`src/rtl/tank_irrigation_ctrl.sv`:
```
// tank_irrigation_ctrl
// Reservoir/irrigation controller. Watches an N-bit thermometer-coded level
// sensor array, drives the inlet valve with hysteresis, and runs a timed
// sprinkler or drip cycle with an mm:ss countdown for the display stage.
//
// Ports:
//   clk, rst            system clock, asynchronous active-high reset
//   level_raw[N-1:0]    raw level sensors, bit 0 lowest, 1 = wet
//   req_sprinkle        sprinkler mode select (sampled at start event)
//   req_drip            drip mode select (sampled at start event)
//   start               start request, rising edge detected internally
//   valve_in            inlet valve open
//   valve_out           gravity outlet valve open (drip)
//   pump                sprinkler pump on
//   alarm               tank empty or sensor fault
//   error               debounced sensor pattern is not thermometer code
//   busy                irrigation cycle active
//   minutes, seconds    remaining cycle time
//
// Handshake: none; start is a plain level whose rising edge is the request,
// mode selects are only looked at on that edge.
//
// Build option: define IRR_PAUSE_EN to pause (instead of abort) a running
// cycle on low level; the cycle resumes without reload when level returns.
module tank_irrigation_ctrl #(
    parameter int NUM_LEVELS         = 3,
    parameter int FILL_START_LEVEL   = 1,
    parameter int MIN_SPRINKLE_LEVEL = 2,
    parameter int TICK_DIV           = 50000000,
    parameter int DEBOUNCE_CYCLES    = 16,
    parameter int SPRINKLE_TIME_S    = 120,
    parameter int DRIP_TIME_S        = 300
) (
    input  logic                  clk,
    input  logic                  rst,
    input  logic [NUM_LEVELS-1:0] level_raw,
    input  logic                  req_sprinkle,
    input  logic                  req_drip,
    input  logic                  start,
    output logic                  valve_in,
    output logic                  valve_out,
    output logic                  pump,
    output logic                  alarm,
    output logic                  error,
    output logic                  busy,
    output logic [6:0]            minutes,
    output logic [5:0]            seconds
);

    localparam int CW = $clog2(NUM_LEVELS + 1);
    localparam int TW = (TICK_DIV > 1) ? $clog2(TICK_DIV) : 1;
    localparam int DW = $clog2(DEBOUNCE_CYCLES + 1);
    localparam int RW = DW + 1;

    localparam logic [CW-1:0] FILL_LVL  = CW'(FILL_START_LEVEL);
    localparam logic [CW-1:0] SPR_LVL   = CW'(MIN_SPRINKLE_LEVEL);
    localparam logic [TW-1:0] TICK_LAST = TW'(TICK_DIV - 1);
    localparam logic [RW-1:0] DB_LEN    = RW'(DEBOUNCE_CYCLES);
    localparam logic [DW-1:0] DB_LAST   = DW'(DEBOUNCE_CYCLES - 1);
    localparam logic [6:0]    SP_MIN    = 7'(SPRINKLE_TIME_S / 60);
    localparam logic [5:0]    SP_SEC    = 6'(SPRINKLE_TIME_S % 60);
    localparam logic [6:0]    DR_MIN    = 7'(DRIP_TIME_S / 60);
    localparam logic [5:0]    DR_SEC    = 6'(DRIP_TIME_S % 60);

    typedef enum logic [2:0] {
        S_IDLE,
        S_SPRINKLE,
        S_DRIP,
        S_FAULT
`ifdef IRR_PAUSE_EN
        , S_PAUSED
`endif
    } state_t;

    state_t state, state_n;

    // ---------------- sensor synchroniser + debounce ----------------
    logic [NUM_LEVELS-1:0] sync1, sync2, cand, lvl_db;
    logic [RW-1:0]         db_cnt, run;

    // run = length of the current streak of identical sync2 values,
    // counting this cycle; db_cnt saturates so it never wraps.
    assign run = (sync2 == cand) ? db_cnt + RW'(1) : RW'(1);

    always_ff @(posedge clk or posedge rst) begin
        if (rst) begin
            sync1  <= '0;
            sync2  <= '0;
            cand   <= '0;
            db_cnt <= '0;
            lvl_db <= '0;
        end else begin
            sync1  <= level_raw;
            sync2  <= sync1;
            cand   <= sync2;
            db_cnt <= (run > DB_LEN) ? DB_LEN : run;
            if (run >= DB_LEN) lvl_db <= sync2;
        end
    end

    // ---------------- level decode ----------------
    logic [CW-1:0] lvl_cnt;
    logic          err_c, empty, full, spr_ok, drip_ok;

    always_comb begin
        lvl_cnt = '0;
        err_c   = 1'b0;
        for (int i = 0; i < NUM_LEVELS; i++) lvl_cnt = lvl_cnt + CW'(lvl_db[i]);
        // a wet sensor above a dry one cannot happen in a real tank
        for (int i = 0; i < NUM_LEVELS - 1; i++)
            if (lvl_db[i+1] && !lvl_db[i]) err_c = 1'b1;
    end

    assign empty   = (lvl_cnt == '0);
    assign full    = &lvl_db;
    assign spr_ok  = (lvl_cnt >= SPR_LVL);
    assign drip_ok = !empty;

    // ---------------- inlet, alarm, error ----------------
    always_ff @(posedge clk or posedge rst) begin
        if (rst) begin
            valve_in <= 1'b0;
            alarm    <= 1'b0;
            error    <= 1'b0;
        end else begin
            error <= err_c;
            alarm <= empty | err_c;
            if (err_c)                  valve_in <= 1'b0;
            else if (lvl_cnt < FILL_LVL) valve_in <= 1'b1;
            else if (full)              valve_in <= 1'b0;
        end
    end

    // ---------------- start edge ----------------
    logic start_q, start_evt;
    assign start_evt = start & ~start_q;

    always_ff @(posedge clk or posedge rst) begin
        if (rst) start_q <= 1'b0;
        else     start_q <= start;
    end

    // ---------------- FSM + timer ----------------
    logic [TW-1:0] tick_cnt, tick_n;
    logic [DW-1:0] fault_cnt, fault_n;
    logic [6:0]    min_n, min_dec;
    logic [5:0]    sec_n, sec_dec;
    logic          tick, lvl_lost, busy_n;
`ifdef IRR_PAUSE_EN
    logic          mode_spr;
`endif

    assign tick = (tick_cnt == TICK_LAST);

    // one-second decrement, saturating at 00:00
    always_comb begin
        min_dec = minutes;
        sec_dec = seconds;
        if (seconds != 6'd0) begin
            sec_dec = seconds - 6'd1;
        end else if (minutes != 7'd0) begin
            sec_dec = 6'd59;
            min_dec = minutes - 7'd1;
        end
    end

    always_comb begin
        state_n  = state;
        tick_n   = tick_cnt;
        min_n    = minutes;
        sec_n    = seconds;
        fault_n  = '0;
        lvl_lost = 1'b0;
        case (state)
            S_IDLE: begin
                if (start_evt) begin
                    if (req_sprinkle && spr_ok) begin
                        state_n = S_SPRINKLE;
                        tick_n  = '0;
                        min_n   = SP_MIN;
                        sec_n   = SP_SEC;
                    end else if (req_drip && drip_ok) begin
                        state_n = S_DRIP;
                        tick_n  = '0;
                        min_n   = DR_MIN;
                        sec_n   = DR_SEC;
                    end
                end
            end
            S_SPRINKLE, S_DRIP: begin
                lvl_lost = (state == S_SPRINKLE) ? !spr_ok : !drip_ok;
                // low level takes precedence over a coincident tick: the
                // remaining time is kept exactly as displayed
                if (lvl_lost) begin
`ifdef IRR_PAUSE_EN
                    state_n = S_PAUSED;
`else
                    state_n = S_IDLE;
`endif
                end else begin
                    tick_n = tick ? '0 : tick_cnt + TW'(1);
                    if (tick) begin
                        min_n = min_dec;
                        sec_n = sec_dec;
                        if (min_dec == 7'd0 && sec_dec == 6'd0) state_n = S_IDLE;
                    end
                end
            end
`ifdef IRR_PAUSE_EN
            S_PAUSED: begin
                if (mode_spr ? spr_ok : drip_ok)
                    state_n = mode_spr ? S_SPRINKLE : S_DRIP;
            end
`endif
            S_FAULT: begin
                min_n = '0;
                sec_n = '0;
                if (!err_c) begin
                    if (fault_cnt == DB_LAST) state_n = S_IDLE;
                    else                      fault_n = fault_cnt + DW'(1);
                end
            end
            default: state_n = S_IDLE;
        endcase

        if (err_c) begin
            state_n = S_FAULT;
            tick_n  = '0;
            min_n   = '0;
            sec_n   = '0;
        end

        busy_n = (state_n == S_SPRINKLE) || (state_n == S_DRIP);
`ifdef IRR_PAUSE_EN
        if (state_n == S_PAUSED) busy_n = 1'b1;
`endif
    end

    always_ff @(posedge clk or posedge rst) begin
        if (rst) begin
            state     <= S_IDLE;
            tick_cnt  <= '0;
            fault_cnt <= '0;
            minutes   <= '0;
            seconds   <= '0;
            pump      <= 1'b0;
            valve_out <= 1'b0;
            busy      <= 1'b0;
        end else begin
            state     <= state_n;
            tick_cnt  <= tick_n;
            fault_cnt <= fault_n;
            minutes   <= min_n;
            seconds   <= sec_n;
            pump      <= (state_n == S_SPRINKLE);
            valve_out <= (state_n == S_DRIP);
            busy      <= busy_n;
        end
    end

`ifdef IRR_PAUSE_EN
    // remembers which mode to resume after a pause
    always_ff @(posedge clk or posedge rst) begin
        if (rst)                    mode_spr <= 1'b0;
        else if (state == S_SPRINKLE) mode_spr <= 1'b1;
        else if (state == S_DRIP)     mode_spr <= 1'b0;
    end
`endif

endmodule

```
`config.mk`:
```
export PLATFORM = sky130hd
export DESIGN_NAME = tank_irrigation_ctrl
export DESIGN_NICKNAME = d
export VERILOG_FILES = /design/src/rtl/tank_irrigation_ctrl.sv
export SDC_FILE = /design/constraint.sdc
export NUM_CORES = 1
export LEC_CHECK = 0
export ABC_AREA = 1
export CAP_MARGIN = 20
export CORE_ASPECT_RATIO = 1.1
export CORE_UTILIZATION = 40
export CTS_CLUSTER_DIAMETER = 50
export CTS_CLUSTER_SIZE = 20
export DETAILED_ROUTE_END_ITERATION = 16
export PLACE_DENSITY = 0.66
export SYNTH_ARGS = -nofsm -noshare
export SYNTH_HDL_FRONTEND = slang
export SYNTH_SLANG_ARGS = --single-unit
```
`constraint.sdc`:
```
create_clock -name clk -period 2.6 [get_ports clk]
set_input_delay 0.52 -clock clk [delete_from_list [all_inputs] [get_ports clk]]
set_output_delay 0.52 -clock clk [all_outputs]
set_load 0.02 [all_outputs]
```
* After elaboration in Yosys (flattened, before gate mapping)
Index checks and enable logic that the tools add are counted.
** Word-level totals
- Bits of input ports :: 8
- Register bits :: 72
- Logic and storage cells :: 111
- Output and inout port bits :: 19
** Cells by class
- Bitwise gates (word level) :: 3
- Order comparisons :: 4
- Mux-type cells :: 45
- Reduce and logical (&&, ||, !) cells :: 23
- Equal/unequal tests :: 12
- Add/subtract/negate cells :: 7
** Operators with widths (count)
- $mux 26 :: 6
- $mux 6 :: 10
- $mux 7 :: 8
- $pmux 26 s2 :: 1
- $add 26x1->26 const B :: 1
- $eq 26x26->1 const B :: 1
- $mux 3 :: 8
- $pmux 7 s3 :: 1
- $pmux 6 s3 :: 1
- $mux 5 :: 3
- $eq 3x2->1 const B :: 3
- $ne 3x3->1 const B :: 3
- $pmux 3 s3 :: 1
- $logic_not 7->1 :: 1
- $reduce_bool 7->1 :: 1
- $sub 7x1->7 const B :: 1
- $add 6x1->6 const B :: 1
- $eq 3x1->1 const B :: 2
- $ge 6x5->1 const B :: 1
- $gt 6x5->1 const B :: 1
- $logic_not 6->1 :: 1
- $mux 1 :: 6
- $reduce_bool 3->1 :: 2
- $reduce_bool 6->1 :: 1
- other kinds (22) :: 29

* Logic depth before layout (Yosys ltp)
- Word-level depth :: 12
- Gate-level depth with buffers :: 16
- Depth with buffers taken out :: 16

* Worst setup path after synthesis
OpenSTA, ideal clock, no wires.
- Path kind :: register -> register
- From :: register lvl_db[0]
- To :: register tick_cnt[19]
- Setup time :: 0.126 ns
- Cell stages (with the launch flop) :: 11
- Path slack :: 0.482 ns
- Arrival time :: 1.992 ns
- Period minus slack after synthesis :: 2.118 ns
- Path through :: dfrtp_1 fa_1 or2_2 nand3b_1 nand3_1 nand3_2 nor2_2 buf_6 buf_6 a41oi_1 nor3_1
** On the way
- Longest elaborated chain between the ends :: 8
- Elaborated cells on any way between the ends :: 22
- Those cells by class :: add/sub: 2; order compare: 1; eq/ne: 3; mux: 7; reduce/logical: 9
** RTL lines
- start, declared :: RTL line 78 : logic [NUM_LEVELS-1:0] sync1, sync2, cand, lvl_db;
- start signal, assigned :: RTL line 97 : if (run >= DB_LEN) lvl_db <= sync2;
- $add 1x1->2 :: RTL line 108 : for (int i = 0; i < NUM_LEVELS; i++) lvl_cnt = lvl_cnt + CW'(lvl_db[i]);
- $add 2x1->2 :: RTL line 108
- $ge 2x2->1 :: RTL line 116 : assign spr_ok = (lvl_cnt >= SPR_LVL);
- $logic_and 1x1->1 :: RTL line 177 : if (req_sprinkle && spr_ok) begin
- $mux 26 :: RTL line 177
- $mux 26 :: RTL line 176 : if (start_evt) begin
- $pmux 26 s2 :: RTL line 174 : case (state)
- $mux 26 :: RTL line 226 : if (err_c) begin
- end signal, assigned :: RTL line 251 : tick_cnt <= tick_n;
- end, declared :: RTL line 144 : logic [TW-1:0] tick_cnt, tick_n;
Parallel ways exist; a longest one is shown, timed or not. The select of a mux whose other input is x is not followed.
A chain may end at the register's enable or synchronous reset.

* Worst setup path after layout
- From :: register lvl_db[0]
- To :: register tick_cnt[13]
The elaborated chain is that of the path after synthesis.

==> impl_results.md <==
* Htree depth at 3
* Clk_skew at 12.5 ps
* Outcome: finished, final reports clean
* Post-Route WL at about 9000 µm
* Number of synthesized flops with an enable pin at 0
* DR DRC count at 0
* Async set-reset flop share out of synthesis at 1.00
* DRT Pass-1 Iters at 6
* Final HPWL from detailed placement at a little under 7000 µm
* Post-synthesis cell type count at 42
* Largest fanout on the critical path at 14
* CTS tree: built
* Setup TNS at 0 ps
* Buf/Inv on CP at 2
* Crit Path Class: reg -> reg
* Leak at 2.20 nW
* Max cap viols at 0
* Placed Area at between 4000 and 5000 µm²
* CP cell instances: fa_1 > or2_2 > nand3b_1 > nand3_1 > nand3_2 > nor2_2 > buf_4 > nand2_1 > nor3_2 > o21ai_0 > inv_1
* Largest net degree at the start of global routing at 73
* Synth warnings at 0
* Crit path required time at roughly 2800 ps
* VDD IR max at roughly 0.44 mV
* Most common cell in the netlist: nand2_1
* Final setup violation count at 0
* Initial antenna violation count at 0
* Hold buffers post-CTS at 0
* Synth top area share at 0.430
* Wirelength per Cell at around 13 µm
* DIE HEIGHT at 109 µm
* Clock sinks at ~70
* Crit path capture type: register
* Worst setup SP type: register
* Post-layout minimum cycle time at 2370 ps
* Final Max Tran Viols at 0
* First-pass GRT wire length at 15,900 µm
* CTS Buf Count at 9
* Gpl congestion at ~0.89
* Clk root buf: clkbuf_8
* Worst hold path depth at 0
* Vias per cell at 4.98
* Mapped Cells at 534
* Top delay family on crit path: simple AND/OR/NAND/NOR gates
* Min-Delay Path Class: reg -> reg
* Final Hold Violating Endpoints at 0
* Synth Flop Type: dfrtp_1
* Width of the die at between 90 and 100 µm
* Worst slack, placed at 194 ps
* Die area at roughly 11,000 µm²
* Crit. path cell count at 11
* Critical Path Max Stage Delay at between 400 and 500 ps
* Overflow after GRT at 0
* Synthesized flop and latch total at 72
* Leading area contributor after synthesis: dfrtp_1
* Post_cts resized at 0
* Fmax at around 0.42 GHz
* Final Cycle Share at 0.910
* Reg clk slew, reported paths at ~90 ps
* Synth Cell Area at around 4200 µm²
* Register area share after synthesis at 0.430
* Nets at ~600
* PD cells at around 1100 nW/µm²
* Vias in the first global route at 3,515
* Initial Util at 0.418
* Post-route setup slack at about 230 ps
* DRT antenna net count at 0
* ANT cells at 0
* Boundary Pins at 27
* Final design utilization at 0.484
* Area growth, synth to finish at 15.8%
* I/O Buffers at 26
* Total Routing Usage GR at 0.184
* RSZ-0062 raised after global routing: false
* Setup repair bufs after CTS at 0
* Synth top area cells: dfrtp_1, nand2_1, nor2_1
* Routed via count at roughly 3,600
* Slowest CP cell: fa_1
* Critical path arrival at about 2600 ps
* Placeable Area at around 10,000 µm²
* Post-route cell area at 4850 µm²
* First DRT Iteration DRCs at approximately 170
* Mean post-synth cell area at about 7.8 µm²
* CTS Buffer Depth at 2
* Layout cells sized above 1 at 0.120
* R2R depth at 11
* Clk Latency, worst-skew pair at ~350 ps
* Synth cell count leaders: nand2_1, dfrtp_1, nor2_1
* Row count at 38
-- sequential cells by signal (all words and copies together), names as in the netlist, 3 cells and up --
register,count
seconds,6
lvl_db,3
state,3
fault_cnt,5
db_cnt,6
sync2,3
sync1,3
minutes,7
tick_cnt,26
cand,3
-- worst reg2reg max path: cells and delay by family, from the launching register on --
kind            cells  cell delay (ps)
fa+ha+maj           1              480
compound gates      1              150
flops               1              420
simple gates        7              940
buf+inv             2              250
-- final cells by class --
cell class / instances / area, µm²
Fill cell: 979 / 5180
Multi-Input combinational cell: 390 / 2070
Sequential cell: 72 / 1800
Timing Repair Buffer: 34 / 333
Inverter: 65 / 244
Tap cell: 140 / 175
Clock buffer: 9 / 124
Clock inverter: 7 / 101
-- cells by family after synthesis --
kind of cell / Yosys count / share of synthesized area
adders and majority gates: 7 / 0.0227
and+or+nand+nor: 301 / 0.348
DFF: 72 / 0.430
xor gates and xnor gates: 13 / 0.0272
other: 1 / 0.000895
buffers and inverters: 73 / 0.0761
AOI/OAI and AO/OA: 67 / 0.0953
-- routing by layer --
metal	track usage	vias up	wire [µm]
li1	-	1808	-
met1	0.225	1683	4010
met2	0.328	71	4580
met3	0.0331	10	307
met4	0.0630	0	87
met5	0	-	0
-- power breakdown --
group	internal [mW]	switching, mW
combinational	1.03	1.88
clock	0.550	0.456
sequential	1.29	0.163
total	2.88	2.50
-- through the flow --
stage / power (mW) / hold WS [ps] / std cells
6_report: 5.37 / 356 / 717
5_1_grt: 5.86 / 357 / 717
4_1_cts: 5.42 / 351 / 717
3_5_place_dp: 4.39 / 336 / 701
3_3_place_gp: 4.35 / 337 / 701
2_1_floorplan: 3.66 / 331 / 535
-- worst paths after layout --
check / from / to / slack (ps)
max: lvl_db[0] / tick_cnt[13] / 230
min: sync1[1] / sync2[1] / 360
max reg2reg: lvl_db[0] / tick_cnt[13] / 230
min reg2reg: sync1[1] / sync2[1] / 360
max in group asynchronous: rst / tick_cnt[18] / 1720
min in group asynchronous: rst / db_cnt[5] / 560
-- cell usage in the layout, fill, tap and decap left out, types with 3 or more instances in the layout --
cell type,count
xor2_1,10
o22ai_1,5
nor4_1,4
nor2_2,8
a22oi_1,4
nand4_1,10
inv_1,60
nand3_2,6
xnor2_1,3
nor3b_1,4
or2_2,4
o31ai_1,3
nand2_1,123
clkdlybuf4s50_1,26
inv_2,5
dfrtp_1,72
nand3_1,37
nor2_4,8
clkbuf_8,9
a21oi_1,18
nand2_2,6
nand3b_1,3
inv_6,3
o21ai_0,23
ha_1,6
nor2_1,67
buf_4,7
nor3_1,16
No activity file was read; power rests on OpenSTA's default activity.
